===== src/rtl/eth_rx_ctrl.sv =====
// eth_rx_ctrl: RMII receive deframer (preamble/SFD detect, LSB-first byte assembly, per-frame verdict)
module eth_rx_ctrl #(
    parameter int pMin_Preamble_Cnt = 12,
    parameter int pMin_Frame_Len    = 64,
    parameter int pMax_Frame_Len    = 1518
) (
    input  logic        Clk,
    input  logic        Rst,
    input  logic [1:0]  Rxd,
    input  logic        Crs_Dv,
    input  logic        Crc_Ok,
    input  logic        Fifo_Full,
    output logic [3:0]  Rx_Ctrl_FSM_State,
    output logic [7:0]  Rx_Byte,
    output logic        Rx_Byte_Vld,
    output logic        Crc_En,
    output logic [10:0] Frame_Len,
    output logic        Frame_Good,
    output logic        Frame_Bad,
    output logic [2:0]  Err_Code
);
    typedef enum logic [3:0] {
        IDLE      = 4'd0,
        PREAMBLE  = 4'd1,
        DEST_ADDR = 4'd3,
        SRC_ADDR  = 4'd4,
        LEN_TYPE  = 4'd5,
        DATA      = 4'd6,
        DONE      = 4'd8,
        DROP      = 4'd9
    } state_t;

    localparam logic [4:0]  MIN_PRE = 5'(pMin_Preamble_Cnt);
    localparam logic [10:0] MIN_LEN = 11'(pMin_Frame_Len);
    localparam logic [10:0] MAX_LEN = 11'(pMax_Frame_Len);
    localparam logic [10:0] MAX_SAT = 11'(pMax_Frame_Len + 1);

    state_t      state;
    logic [4:0]  pre_cnt;
    logic [1:0]  dib_idx;
    logic [7:0]  sh;
    logic [10:0] byte_cnt;
    logic [10:0] nb;
    logic        ovf;
    logic        aln;
    logic        giant;
    logic [2:0]  err;

    assign Rx_Ctrl_FSM_State = state;

    always_comb begin
        nb  = byte_cnt == MAX_SAT ? byte_cnt : byte_cnt + 11'd1;
        err = ovf ? 3'd1 : aln ? 3'd2 : byte_cnt < MIN_LEN ? 3'd3 : giant ? 3'd4 : !Crc_Ok ? 3'd5 : 3'd0;
    end

    always_ff @(posedge Clk or posedge Rst) begin
        if (Rst) begin
            state       <= IDLE;
            pre_cnt     <= '0;
            dib_idx     <= '0;
            sh          <= '0;
            byte_cnt    <= '0;
            ovf         <= 1'b0;
            aln         <= 1'b0;
            giant       <= 1'b0;
            Rx_Byte     <= '0;
            Rx_Byte_Vld <= 1'b0;
            Crc_En      <= 1'b0;
            Frame_Len   <= '0;
            Frame_Good  <= 1'b0;
            Frame_Bad   <= 1'b0;
            Err_Code    <= '0;
        end else begin
            Rx_Byte_Vld <= 1'b0;
            Frame_Good  <= 1'b0;
            Frame_Bad   <= 1'b0;
            case (state)
                IDLE: begin
                    if (Crs_Dv && Rxd == 2'b01) begin
                        state   <= PREAMBLE;
                        pre_cnt <= 5'd1;
                    end else if (Crs_Dv && Rxd != 2'b00) begin
                        state <= DROP;
                    end
                end
                PREAMBLE: begin
                    if (Crs_Dv && Rxd == 2'b01) begin
                        pre_cnt <= pre_cnt == 5'd31 ? pre_cnt : pre_cnt + 5'd1;
                    end else if (Crs_Dv && Rxd == 2'b11 && pre_cnt >= MIN_PRE) begin
                        state    <= DEST_ADDR;
                        dib_idx  <= '0;
                        byte_cnt <= '0;
                        ovf      <= 1'b0;
                        aln      <= 1'b0;
                        giant    <= 1'b0;
                        Crc_En   <= 1'b1;
                    end else begin
                        state <= DROP;
                    end
                end
                DEST_ADDR, SRC_ADDR, LEN_TYPE, DATA: begin
                    if (!Crs_Dv) begin
                        state  <= DONE;
                        Crc_En <= 1'b0;
                        aln    <= dib_idx != 2'd0;
                    end else begin
                        dib_idx <= dib_idx + 2'd1;
                        sh      <= {Rxd, sh[7:2]};
                        if (dib_idx == 2'd3) begin
                            // once past the maximum length bytes are counted but not forwarded
                            byte_cnt    <= nb;
                            Rx_Byte     <= {Rxd, sh[7:2]};
                            Rx_Byte_Vld <= byte_cnt < MAX_LEN;
                            giant       <= giant | (byte_cnt >= MAX_LEN);
                            ovf         <= ovf | Fifo_Full;
                            state       <= (state == DEST_ADDR && nb == 11'd6)  ? SRC_ADDR :
                                           (state == SRC_ADDR  && nb == 11'd12) ? LEN_TYPE :
                                           (state == LEN_TYPE  && nb == 11'd14) ? DATA : state;
                        end
                    end
                end
                DONE: begin
                    Frame_Len  <= byte_cnt;
                    Err_Code   <= err;
                    Frame_Good <= err == 3'd0;
                    Frame_Bad  <= err != 3'd0;
                    state      <= IDLE;
                end
                DROP: begin
                    if (!Crs_Dv) state <= IDLE;
                end
                default: state <= IDLE;
            endcase
        end
    end
endmodule


===== config.mk =====
export PLATFORM = sky130hd
export DESIGN_NAME = eth_rx_ctrl
export DESIGN_NICKNAME = d
export VERILOG_FILES = /design/src/rtl/eth_rx_ctrl.sv
export SDC_FILE = /design/constraint.sdc
export NUM_CORES = 1
export LEC_CHECK = 0
export ABC_AREA = 0
export BUFFER_PORTS_ARGS = -buffer_cell sky130_fd_sc_hd__buf_2
export CELL_PAD_IN_SITES_DETAIL_PLACEMENT = 1
export CELL_PAD_IN_SITES_GLOBAL_PLACEMENT = 2
export CORE_MARGIN = 2
export CORE_UTILIZATION = 35
export DETAILED_ROUTE_END_ITERATION = 6
export PLACE_DENSITY_LB_ADDON = 0.1
export SLEW_MARGIN = 20
export SYNTH_ARGS = -nofsm -noshare
export SYNTH_HDL_FRONTEND = slang
export SYNTH_SLANG_ARGS = --single-unit

===== constraint.sdc =====
create_clock -name Clk -period 2.9 [get_ports Clk]
set_input_delay 0.29 -clock Clk [delete_from_list [all_inputs] [get_ports Clk]]
set_output_delay 0.29 -clock Clk [all_outputs]
set_load 0.01 [all_outputs]

# After elaboration in Yosys (flattened, before gate mapping)

Cells that the tools add are included.

Bits in registers: 59
Bits of input ports: 7
Output and inout port bits: 30
Logic and storage cells: 122

Add/subtract/negate cells: 3
$lt $le $gt $ge: 4
Equal/unequal tests: 27
Mux-type cells: 49
Bitwise logic cells: 2
Reductions and logical operators: 22

Operator list:

| kind                    | count |
|---|---|
| $mux W11                | 5 |
| $mux W4                 | 10 |
| $eq A11 B4 Y1 const B   | 2 |
| $pmux W11 S2            | 1 |
| $ne A2 B2 Y1 const B    | 9 |
| $pmux W4 S4             | 1 |
| $mux W1                 | 15 |
| $mux W3                 | 5 |
| $mux W5                 | 3 |
| $eq A4 B3 Y1 const B    | 3 |
| $reduce_and A4 Y1       | 3 |
| $add A11 B1 Y11 const B | 1 |
| $eq A11 B11 Y1 const B  | 1 |
| $eq A11 B3 Y1 const B   | 1 |
| $ge A11 B11 Y1 const B  | 1 |
| $lt A11 B11 Y1 const B  | 1 |
| $lt A11 B7 Y1 const B   | 1 |
| $pmux W5 S2             | 1 |
| $reduce_and A5 Y1       | 2 |
| $eq A4 B4 Y1 const B    | 2 |
| $pmux W1 S2             | 4 |
| $reduce_bool A2 Y1      | 4 |
| $logic_and A1 B1 Y1     | 7 |
| $mux W2                 | 3 |
| 18 further kinds        | 21 |

# Logic depth before layout (Yosys ltp)

Depth after elaboration: 10
Mapped depth: 8
Gate-level depth less buffers: 7

# Worst setup path after synthesis

No wires, ideal clock.

Path kind: register to register
Start point: reg byte_cnt[1]
End point: reg state[1] (netlist: Rx_Ctrl_FSM_State[1])
Setup time: 0.125 ns
Arrival time: 2.352 ns
Data required time: 2.775 ns
Path slack: 0.423 ns
Stages on the path, launching flop included: 8
Buffers on the path: 0
Period minus slack after synthesis: 2.477 ns
Cell sequence: dfrtp_1 -> ha_1 -> and4b_1 -> nand4_2 -> a2111oi_2 -> nor2_1 -> a221oi_4 -> mux2_4

Longest elaborated chain between the ends: 9
Elaborated cells on any way between the ends: 16
Classes of those cells: add/sub: 1; eq/ne: 5; mux: 6; reduce/logical: 4

RTL lines:

| what                                                     | RTL line | RTL |
|---|---|---|
| from (decl)                                              | 42       | `logic [10:0] byte_cnt;` |
| from (signal assigned)                                   | 111      | `byte_cnt <= nb;` |
| $add A11 B1 Y11 / $eq A11 B11 Y1 (equally long branches) | 52       | `nb = byte_cnt == MAX_SAT ? byte_cnt : byte_cnt + 11'd1;` |
| $mux W11 *                                               | 52       |  |
| $eq A11 B4 Y1                                            | 117      | `(state == SRC_ADDR && nb == 11'd12) ? LEN_TYPE :` |
| $logic_and A1 B1 Y1                                      | 117      |  |
| $mux W4                                                  | 117      |  |
| $mux W4                                                  | 116      | `state <= (state == DEST_ADDR && nb == 11'd6) ? SRC_ADDR :` |
| $mux W4                                                  | 109      | `if (dib_idx == 2'd3) begin` |
| $mux W4                                                  | 102      | `if (!Crs_Dv) begin` |
| $pmux W4 S4                                              | 77       | `case (state)` |
| to (signal assigned)                                     | 116      |  |
| to (decl)                                                | 38       | `state_t state;` |

Mark *: on every way between the ends. The rest lies on a longest branch, timed or not. The select of a mux whose other input is x is not followed.
A chain may end at the register's enable or synchronous reset.

# Worst setup path after layout

Start point: reg byte_cnt[0]
End point: reg state[0] (netlist: Rx_Ctrl_FSM_State[0])

The elaborated chain is that of the path after synthesis.

==> metrics.yaml <==
whs_path_depth: 3
die_h_um: 97.82
grt_pass1_vias: 2739
p_sw_share_pct: 33.32
p_per_area_nw_per_um2: 627.4
dp_cells: 487
startpoint_type: "flop"
yosysSeqAreaShare_pct: 46.30
diodes: 0
first_pass_iters: 4
internal-power_mw: 1.512
hold_slack_ns: 0.1996
worstSetupEndpointType: "flop"
period_needed_ns: 2.660
finalClockSkew_ns: 0.01143
hold_class: "in -> reg"
layout.nets: 404
place_worst_setup_slack_ns: 0.2406
p_leak_nw: 1.861
drt_iter0_drc: 135
yosysMostFrequentCell: "nand2_1"
dieArea_um2: 9568
synth_nets: 362
relSlewSlack_pct: 63.97
maxCapViolCount: 0
area_growth_pct: 17.34
p_seq_share_pct: 44.1
clock-root-buffer: "clkbuf_8"
antenna_found_initial: 0
track_usage_pct: 19.19
synth_area_um2: 3080
async_flop_share_pct: 100.0
via_count: 2673
num-fill-cells: 1053
final_cells: 503
gp_congestion: 0.8385
pwr-share-comb_pct: 22.6
grt_max_degree: 24
min_period_over_period_pct: 91.72
synth_top_flop_cell: "dfrtp_1"
num_io_pins: 37
p_clk_share_pct: 33.3
design_area_um2: 3615
core_um2: 8636
ir_drop_uv: 334.4
p_sw_mw: 0.7556
total_power_mw: 2.268
post-route-util_pct: 41.86
critical_path_class: "reg -> reg"
cts.sinks: 57
cts_tree: "yes"
wire_per_inst_um: 16.80
fin_setup_tns_ns: 0
rsz0062_at_grt: "false"
synth_cells: 349
dpl.hpwl_um: 5937
yosys-top-cells-count: "93 x nand2_1, 57 x dfrtp_1, 25 x nor2_1"
std_cell_rows: 34
synth_top_cell_by_area: "dfrtp_1"
rr_worst_depth: 7
clock_path_buffers: 2
worstMarginPinSlew_ns: 0.5384
die_w_um: 97.82
syn-mean-instance-area_um2: 8.827
grt.overflow.total: 0
drive_above_1_share_pct: 21.52
drv_slew: 0
hold_viol_final: 0
start_util_pct: 35.67
path_max_fanout: 7
critical_path_arrival_ns: 2.89
synth_edf_count: 0
ant_nets: 0
yosysWarnings: 0
yosysUniqueCellTypes: 58
viasPerCell: 5.314
setup_viol: 0
drc: 0
ys_ff_latch: 57
grt_pass1_wl_um: 14490
drt-total-wl_um: 8448
synth_area_leaders: "dfrtp_1 46%, nand2_1 11%, o21ai_0 3.6%"
htreeDepth: 3
placed_area_um2: 3411
cts_made_buffers: 9
port_buffers: 36
worst_skew_pair.late_latency_ns: 0.35
layout_setup_ws_ns: 0.2401
required_ns: 3.13
fmax_mhz: 376.0
status: "complete, no violations"
synth_top_area_share_pct: 46.30
clkTransAtPathRegs_ns: 0.07
[cell usage in the layout, fill, tap and decap left out, types with 3 or more instances in the layout]
cell,count
a211o_1,4
nand2_1,93
dfrtp_1,57
and3_1,5
nor2_1,25
nand3_1,9
inv_1,10
nand4_1,6
buf_2,36
nand3b_1,3
o21ai_0,22
ha_1,6
xnor2_1,5
a311oi_1,4
a21oi_1,12
buf_4,15
clkbuf_8,10
or4_1,3
a211oi_1,3
xor2_1,4
a31oi_1,7
nor3_1,6
[power groups by stage]
stage	registers, mW	clock network [mW]	logic [mW]
after floorplan	0.984	0	0.362
after global placement	1.01	0	0.517
after detailed placement	1.01	0	0.523
after CTS	1.00	0.783	0.524
after global routing	1.02	0.829	0.581
final	1.00	0.755	0.513
[repair_timing]
| action | 4_1_cts | 5_1_grt |
|---|---|---|
| endpoints found under the hold margin | 16 | 0 |
| setup buffers | 0 | 0 |
| gates resized for setup | 0 | 0 |
| hold buffers | 1 | 0 |
[worst max-delay path: stages, from the launching register on]
cell       delay (ns)
dfrtp_1          0.43
ha_1             0.32
and4b_1          0.35
nand4_2          0.18
a2111oi_2        0.43
nor2_1           0.13
a221oi_4         0.37
mux2_4           0.33
[sequential cells by signal (all words and copies together), names as in the netlist, 2 cells and up]
name,cells
Frame_Len,11
dib_idx,2
Err_Code,3
Rx_Ctrl_FSM_State,4
Rx_Byte,8
byte_cnt,11
pre_cnt,5
sh,6
[worst paths after layout]
kind / start / end / slack (ns)
worst min register to register: Frame_Len[8] / Frame_Len[8] / 0.47
worst max register to register: byte_cnt[0] / Rx_Ctrl_FSM_State[0] / 0.24
max in group asynchronous: Rst / Rx_Byte[5] / 1.76
min in group asynchronous: Rst / Rx_Ctrl_FSM_State[3] / 0.48
worst min-delay path: Fifo_Full / ovf / 0.20
worst max-delay path: byte_cnt[0] / Rx_Ctrl_FSM_State[0] / 0.24
[layout make-up]
type                            count  area [um^2]  share of cell area, %
Timing Repair Buffer               52        302.8                  8.377
Inverter                           11        41.29                  1.142
Tap cell                          108        135.1                  3.738
Clock buffer                       10        137.6                  3.808
Sequential cell                    57         1426                  39.46
Multi-Input combinational cell    260         1515                  41.92
Clock inverter                      5        56.30                  1.558
[routing by layer]
| metal | share of wire, % | wire [um] | vias up | GRT usage [%] |
|---|---|---|---|---|
| li1 | - | - | 1296 | - |
| met1 | 49 | 4106 | 1333 | 26.45 |
| met2 | 47 | 3990 | 35 | 30.29 |
| met3 | 3.1 | 258 | 9 | 5.154 |
| met4 | 1.1 | 93 | 0 | 4.808 |
| met5 | 0 | 0 | - | 0 |
[logic make-up (layout without fill, tap and decap cells)]
group	Yosys count	count (layout)	share of synthesized area, %
DFF	57	57	46.30
muxes	3	3	1.340
xor gates and xnor gates	9	9	2.559
buffers and inverters	32	78	4.712
AOI/OAI and AO/OA	69	69	15.52
and+or+nand+nor	173	173	27.13
adders and majority gates	6	6	2.437
No activity file was read; power rests on OpenSTA's default activity.
